$ cat src/rtl/flash_audio_pkg.sv
// rtl/flash_audio_pkg.sv - shared types and constants for flash audio consumers
//
// Holds the address/lane types, the reader state encoding and the
// all-lanes byteenable constant used by every flash read port.
package flash_audio_pkg;

  typedef logic [22:0] flash_addr_t;
  typedef logic [1:0]  byte_sel_t;

  typedef enum logic [2:0] {
    IDLE,
    REQ,
    WAIT_DATA,
    PRESENT,
    ADVANCE,
    SETTLE
  } rd_state_t;

  localparam logic [3:0] FLASH_BYTEENABLE_ALL = 4'b1111;

endpackage

$ cat src/rtl/byte_lane_mux.sv
// rtl/byte_lane_mux.sv - combinational byte lane select from a flash word
//
// Ports:
//   word      in  WORD_W  flash read word
//   lane      in  2       byte lane (0 = bits [7:0], 3 = bits [31:24])
//   lane_byte out 8       selected byte
module byte_lane_mux
  import flash_audio_pkg::*;
#(
  parameter int WORD_W = 32
) (
  input  logic [WORD_W-1:0] word,
  input  byte_sel_t         lane,
  output logic [7:0]        lane_byte
);

  always_comb begin
    lane_byte = word[8*lane +: 8];
  end

endmodule

$ cat src/rtl/flash_sample_reader.sv
// rtl/flash_sample_reader.sv - reads flash words and hands out byte samples
//
// Follows the flash address sequencer: reads the current word over
// Avalon-MM, selects the current byte lane and offers it on a
// valid/ready port, then pulses advance to step the sequencer.
// Optional build macro FLASH_SAMPLE_READER_CACHE_EN reuses the buffered
// word when the sequencer stays inside the same flash word.
//
// Ports:
//   clk, reset (async, active-low)
//   seq_address/seq_byte        in   sequencer word address and lane
//   advance                     out  one-cycle step pulse to sequencer
//   flash_mem_*                      Avalon-MM read master
//   sample/sample_valid/ready        audio sample handshake
//   timeout_count               out  saturating read-timeout count
module flash_sample_reader
  import flash_audio_pkg::*;
#(
  parameter int ADDR_W      = 23,
  parameter int DATA_W      = 32,
  parameter int TIMEOUT_CYC = 255
) (
  input  logic              clk,
  input  logic              reset,
  input  logic [ADDR_W-1:0] seq_address,
  input  logic [1:0]        seq_byte,
  output logic              advance,
  output logic              flash_mem_read,
  output logic [ADDR_W-1:0] flash_mem_address,
  output logic [3:0]        flash_mem_byteenable,
  input  logic              flash_mem_waitrequest,
  input  logic [DATA_W-1:0] flash_mem_readdata,
  input  logic              flash_mem_readdatavalid,
  output logic [7:0]        sample,
  output logic              sample_valid,
  input  logic              sample_ready,
  output logic [7:0]        timeout_count
);

  localparam int TMR_W = $clog2(TIMEOUT_CYC + 1);

  rd_state_t         state_q, state_d;
  logic [ADDR_W-1:0] addr_q, addr_d;
  logic [DATA_W-1:0] buf_q, buf_d;
  logic              cv_q, cv_d;
  logic [7:0]        sample_q, sample_d;
  logic [7:0]        tcount_q, tcount_d;
  logic [TMR_W-1:0]  timer_q, timer_d;

  logic [DATA_W-1:0] mux_word;
  logic [7:0]        mux_byte;
  logic              cache_hit;

  // On a fresh read the byte comes straight from the bus in the same cycle
  // the word is latched; on a cache hit it comes from the buffer.
  assign mux_word = (state_q == WAIT_DATA) ? flash_mem_readdata : buf_q;

  byte_lane_mux #(.WORD_W(DATA_W)) u_lane_mux (
    .word      (mux_word),
    .lane      (seq_byte),
    .lane_byte (mux_byte)
  );

`ifdef FLASH_SAMPLE_READER_CACHE_EN
  assign cache_hit = cv_q && (seq_address == addr_q);
`else
  // Flag kept as a live register so both builds share one state set.
  assign cache_hit = cv_q & 1'b0;
`endif

  always_comb begin
    state_d  = state_q;
    addr_d   = addr_q;
    buf_d    = buf_q;
    cv_d     = cv_q;
    sample_d = sample_q;
    tcount_d = tcount_q;
    timer_d  = timer_q;
    unique case (state_q)
      IDLE: begin
        addr_d  = seq_address;
        state_d = REQ;
      end
      REQ: begin
        timer_d = '0;
        if (!flash_mem_waitrequest) state_d = WAIT_DATA;
      end
      WAIT_DATA: begin
        // Data beats a coincident timeout: checked first.
        if (flash_mem_readdatavalid) begin
          buf_d    = flash_mem_readdata;
          cv_d     = 1'b1;
          timer_d  = '0;
          sample_d = mux_byte;
          state_d  = PRESENT;
        end else if (timer_q == TMR_W'(TIMEOUT_CYC)) begin
          timer_d = '0;
          if (tcount_q != 8'hFF) tcount_d = tcount_q + 8'd1;
          state_d = REQ;
        end else begin
          timer_d = timer_q + 1'b1;
        end
      end
      PRESENT: begin
        if (sample_ready) state_d = ADVANCE;
      end
      ADVANCE: begin
        state_d = SETTLE;
      end
      SETTLE: begin
        if (cache_hit) begin
          sample_d = mux_byte;
          state_d  = PRESENT;
        end else begin
          addr_d  = seq_address;
          state_d = REQ;
        end
      end
      default: state_d = IDLE;
    endcase
  end

  always_ff @(posedge clk or negedge reset) begin
    if (!reset) begin
      state_q  <= IDLE;
      addr_q   <= '0;
      buf_q    <= '0;
      cv_q     <= 1'b0;
      sample_q <= '0;
      tcount_q <= '0;
      timer_q  <= '0;
    end else begin
      state_q  <= state_d;
      addr_q   <= addr_d;
      buf_q    <= buf_d;
      cv_q     <= cv_d;
      sample_q <= sample_d;
      tcount_q <= tcount_d;
      timer_q  <= timer_d;
    end
  end

  assign flash_mem_read       = (state_q == REQ);
  assign flash_mem_address    = addr_q;
  assign flash_mem_byteenable = FLASH_BYTEENABLE_ALL;
  assign sample_valid         = (state_q == PRESENT);
  assign advance              = (state_q == ADVANCE);
  assign sample               = sample_q;
  assign timeout_count        = tcount_q;

endmodule

$ cat config.mk
export PLATFORM = sky130hd
export DESIGN_NAME = flash_sample_reader
export DESIGN_NICKNAME = d
export VERILOG_FILES = /design/src/rtl/flash_audio_pkg.sv /design/src/rtl/byte_lane_mux.sv /design/src/rtl/flash_sample_reader.sv
export SDC_FILE = /design/constraint.sdc
export NUM_CORES = 1
export LEC_CHECK = 0
export BUFFER_PORTS_ARGS = -buffer_cell sky130_fd_sc_hd__buf_2
export CAP_MARGIN = 20
export CORE_MARGIN = 2
export CORE_UTILIZATION = 45
export DETAILED_ROUTE_END_ITERATION = 16
export PLACE_DENSITY = 0.76
export RECOVER_POWER = 50
export SYNTH_ARGS = -nofsm -noshare
export SYNTH_HDL_FRONTEND = slang
export SYNTH_SLANG_ARGS = --single-unit
export TNS_END_PERCENT = 10
$ cat constraint.sdc
create_clock -name clk -period 2 [get_ports clk]
set_clock_uncertainty 0.1 [all_clocks]
set_input_delay 0.3 -clock clk [delete_from_list [all_inputs] [get_ports clk]]
set_output_delay 0.3 -clock clk [all_outputs]
set_load 0.02 [all_outputs]
==> results.json <==
{
  "tns_ps": 0,
  "cap_violations": 0,
  "ys_warn_count": 0,
  "vias": 2466,
  "grt_max_degree": 69,
  "met2_usage_pct": 31.5,
  "worstPathMaxFanout": 16,
  "fin_ws_ps": 53.1,
  "drive_above_1_share_pct": 43.9,
  "postLayoutCoreUtil_pct": 57.6,
  "crit_start": "state_q[0]",
  "die_width_microns": 90.4,
  "drt_iter0_drc": 142,
  "die_area_sq_um": 8170,
  "cts_sinks": 68,
  "yosysSeqAreaShare_pct": 50.7,
  "routed_via_density": 5.19,
  "io_buffers": 103,
  "hp-start": "seq_address[6]",
  "clk_pin_slew_ps": 80,
  "required_ps": 2130,
  "cts-buffers-inserted": 9,
  "start_kind": "register",
  "rows": 31,
  "drv_slew": 0,
  "synth.cell_area_sq_um": 3360,
  "p_total_uw": 6040,
  "period_share_pct": 97.3,
  "hold_violations": 0,
  "busiest_layer": "met2",
  "hold_class": "in2reg",
  "pre_cts_slack_ps": 54.7,
  "drtAntennaViolNets": 0,
  "cts_tree": "done",
  "antenna_cells": 0,
  "cp-end-kind": "register",
  "worst-setup-path-type": "reg2reg",
  "power_leakage_uw": 0.00191,
  "htreeDepth": 3,
  "syn2layout_area_growth_pct": 24.3,
  "clkLatencyLatePin_ps": 330,
  "cp.arrival_ps": 2080,
  "grt_use_met3_pct": 2.34,
  "cts_buffer_depth": 2,
  "avgSynthCellArea_sq_um": 12.8,
  "drc": 0,
  "finalSetupViolCount": 0,
  "root_buffer": "clkbuf_8",
  "rsz0062_at_grt": "yes",
  "grt_pass1_vias": 2548,
  "final_cell_area_sq_um": 4180,
  "drt_pass1_iterations": 6,
  "final_nets": 435,
  "gp_congestion": 0.822,
  "power_density_nw_per_um2": 1450,
  "status": "completed",
  "grt_overflow_total": 0,
  "tightestPinTransition_ps": 906,
  "max_freq_ghz": 0.514,
  "start_util_pct": 46.3,
  "place_hpwl_microns": 5210,
  "worst_r2r_startpoint": "state_q[0]",
  "ios": 108,
  "antenna_found_initial": 0,
  "place_area_sq_um": 3980,
  "grt_pass1_wl_microns": 12000,
  "wire_per_inst_microns": 15.0,
  "netlist_instances": 263,
  "ir_drop_mv": 0.751,
  "synth-seq-cells": 68,
  "synth_cell_types": 49,
  "min_period_ps": 1950,
  "die_h_microns": 90.4,
  "drt-total-wl_microns": 7120,
  "relSlewSlack_pct": 39.6,
  "grt_use_met1_pct": 22.2,
  "core_region_area_sq_um": 7250,
  "grt_util_all_layers_pct": 18.3
}
[sequential cells by signal (all words and copies together), names as in the netlist]
register / flops
buf_q: 18
state_q: 3
timer_q: 8
sample: 8
timeout_count: 8
flash_mem_address: 23
[repair_timing]
action                                  4_1_cts  5_1_grt
gates resized for setup                       0        2
buffers inserted                              0        0
endpoints found under the setup margin        0        4
hold endpoints to repair                     68        0
hold buffers                                  1        0
[per-stage QoR]
step | hold WS [ps] | std cells
6_report | 88.4 | 475
5_1_grt | 82.5 | 475
4_1_cts | 76.4 | 475
3_5_place_dp | 246 | 458
3_3_place_gp | 247 | 458
2_1_floorplan | -95.6 | 266
[report_power, final]
group          switching [uW]  internal [uW]  leakage (uW)  total [uW]
clock network             523            702      0.000102        1230
logic                    1350           1260      0.000967        2610
registers                 272           1930      0.000838        2200
total                    2150           3890       0.00191        6040
[cells in the mapped netlist (all sizes together)]
master / number / area share [%]
xnor2: 5 / 1.3
o211ai: 4 / 0.89
nand2b: 1 / 0.19
and3: 1 / 0.19
inv: 1 / 0.11
nor2b: 5 / 0.93
buf: 16 / 3.9
o21ai: 8 / 1.2
nor4: 3 / 1.0
a22o: 1 / 0.30
mux4: 7 / 5.0
or2: 1 / 0.19
nor2: 16 / 1.8
a21oi: 2 / 0.30
nand3: 2 / 0.30
nand2: 18 / 2.0
mux2: 44 / 15
dfrtp: 68 / 51
a2111o: 1 / 0.34
nor3: 4 / 0.60
a31oi: 7 / 1.5
nand4: 4 / 1.2
or3b: 1 / 0.26
nor3b: 9 / 2.3
and2: 3 / 0.56
o31ai: 1 / 0.22
a221oi: 1 / 0.26
nor4b: 1 / 0.71
a21o: 1 / 0.22
conb: 1 / 0.11
a311o: 3 / 0.89
or4b: 1 / 0.41
and3b: 1 / 0.30
clkbuf: 5 / 0.56
o22a: 5 / 1.3
nand4b: 1 / 0.26
ha: 2 / 0.75
mux2i: 1 / 0.30
xor2: 6 / 1.6
a41oi: 1 / 0.26
[path summary, 6_finish.rpt]
| kind | to | slack (ps) | cells after the start |
|---|---|---|---|
| max | sample[2] | 50 | 5 |
| min | flash_mem_address[6] | 90 | 2 |
| max reg2reg | sample[2] | 50 | 5 |
| min reg2reg | buf_q[10] | 380 | 1 |
| max in group asynchronous | flash_mem_address[22] | 570 | 3 |
| min in group asynchronous | buf_q[27] | 650 | 3 |
[cells in the final DEF (no fill, tap or decap), types with 2 or more instances in the layout]
| cell | n |
|---|---|
| nand4_1 | 3 |
| mux4_1 | 3 |
| nor2b_1 | 5 |
| o211ai_1 | 4 |
| nor3b_1 | 7 |
| o22a_1 | 5 |
| nand2_1 | 18 |
| a21oi_1 | 2 |
| buf_2 | 83 |
| xnor2_1 | 5 |
| xor2_1 | 6 |
| buf_4 | 8 |
| nand3_1 | 2 |
| mux2_1 | 4 |
| mux4_2 | 4 |
| a31oi_1 | 6 |
| nor4_1 | 2 |
| mux2_2 | 40 |
| bufinv_16 | 2 |
| ha_1 | 2 |
| clkbuf_8 | 9 |
| o21ai_0 | 7 |
| clkinvlp_4 | 2 |
| nor3_1 | 4 |
| conb_1 | 4 |
| a311o_1 | 3 |
| dfrtp_1 | 68 |
| clkbuf_1 | 21 |
| nor2_1 | 15 |
| and2_1 | 3 |
| buf_12 | 2 |
[worst max-delay path, stage by stage, from the launching register on]
cell and delay, ps:
dfrtp_1 430, nor3b_4 240, buf_12 180, mux4_1 550, nor2b_1 150, o22a_1 180
[cells by family after synthesis]
logic type | count (synthesis) | synth area share (%)
other | 1 | 0.112
AO/OA/AOI/OAI | 35 | 7.68
adder cells (fa/ha/maj) | 2 | 0.745
XOR/XNOR | 11 | 2.87
multiplexers | 52 | 20.1
flip-flops | 68 | 50.7
AND/OR/NAND/NOR | 72 | 13.2
buffers and inverters | 22 | 4.62
[layout make-up]
| cell class | count | area [sq um] |
|---|---|---|
| tap | 99 | 124 |
| fill | 638 | 3080 |
| clock inverter | 6 | 88.8 |
| clock buffer | 10 | 128 |
| timing repair buffer | 115 | 608 |
| inverter | 1 | 3.75 |
| multi-input combinational | 176 | 1520 |
| sequential | 68 | 1700 |
[per-layer routing]
metal / part of all wire, % / vias up / routed length, microns
met5: 0 / - / 0
met4: 3.0 / 0 / 215
met3: 2.6 / 16 / 186
met2: 53 / 55 / 3750
met1: 42 / 1231 / 2970
li1: - / 1164 / -
No activity file was read; power rests on OpenSTA's default activity.
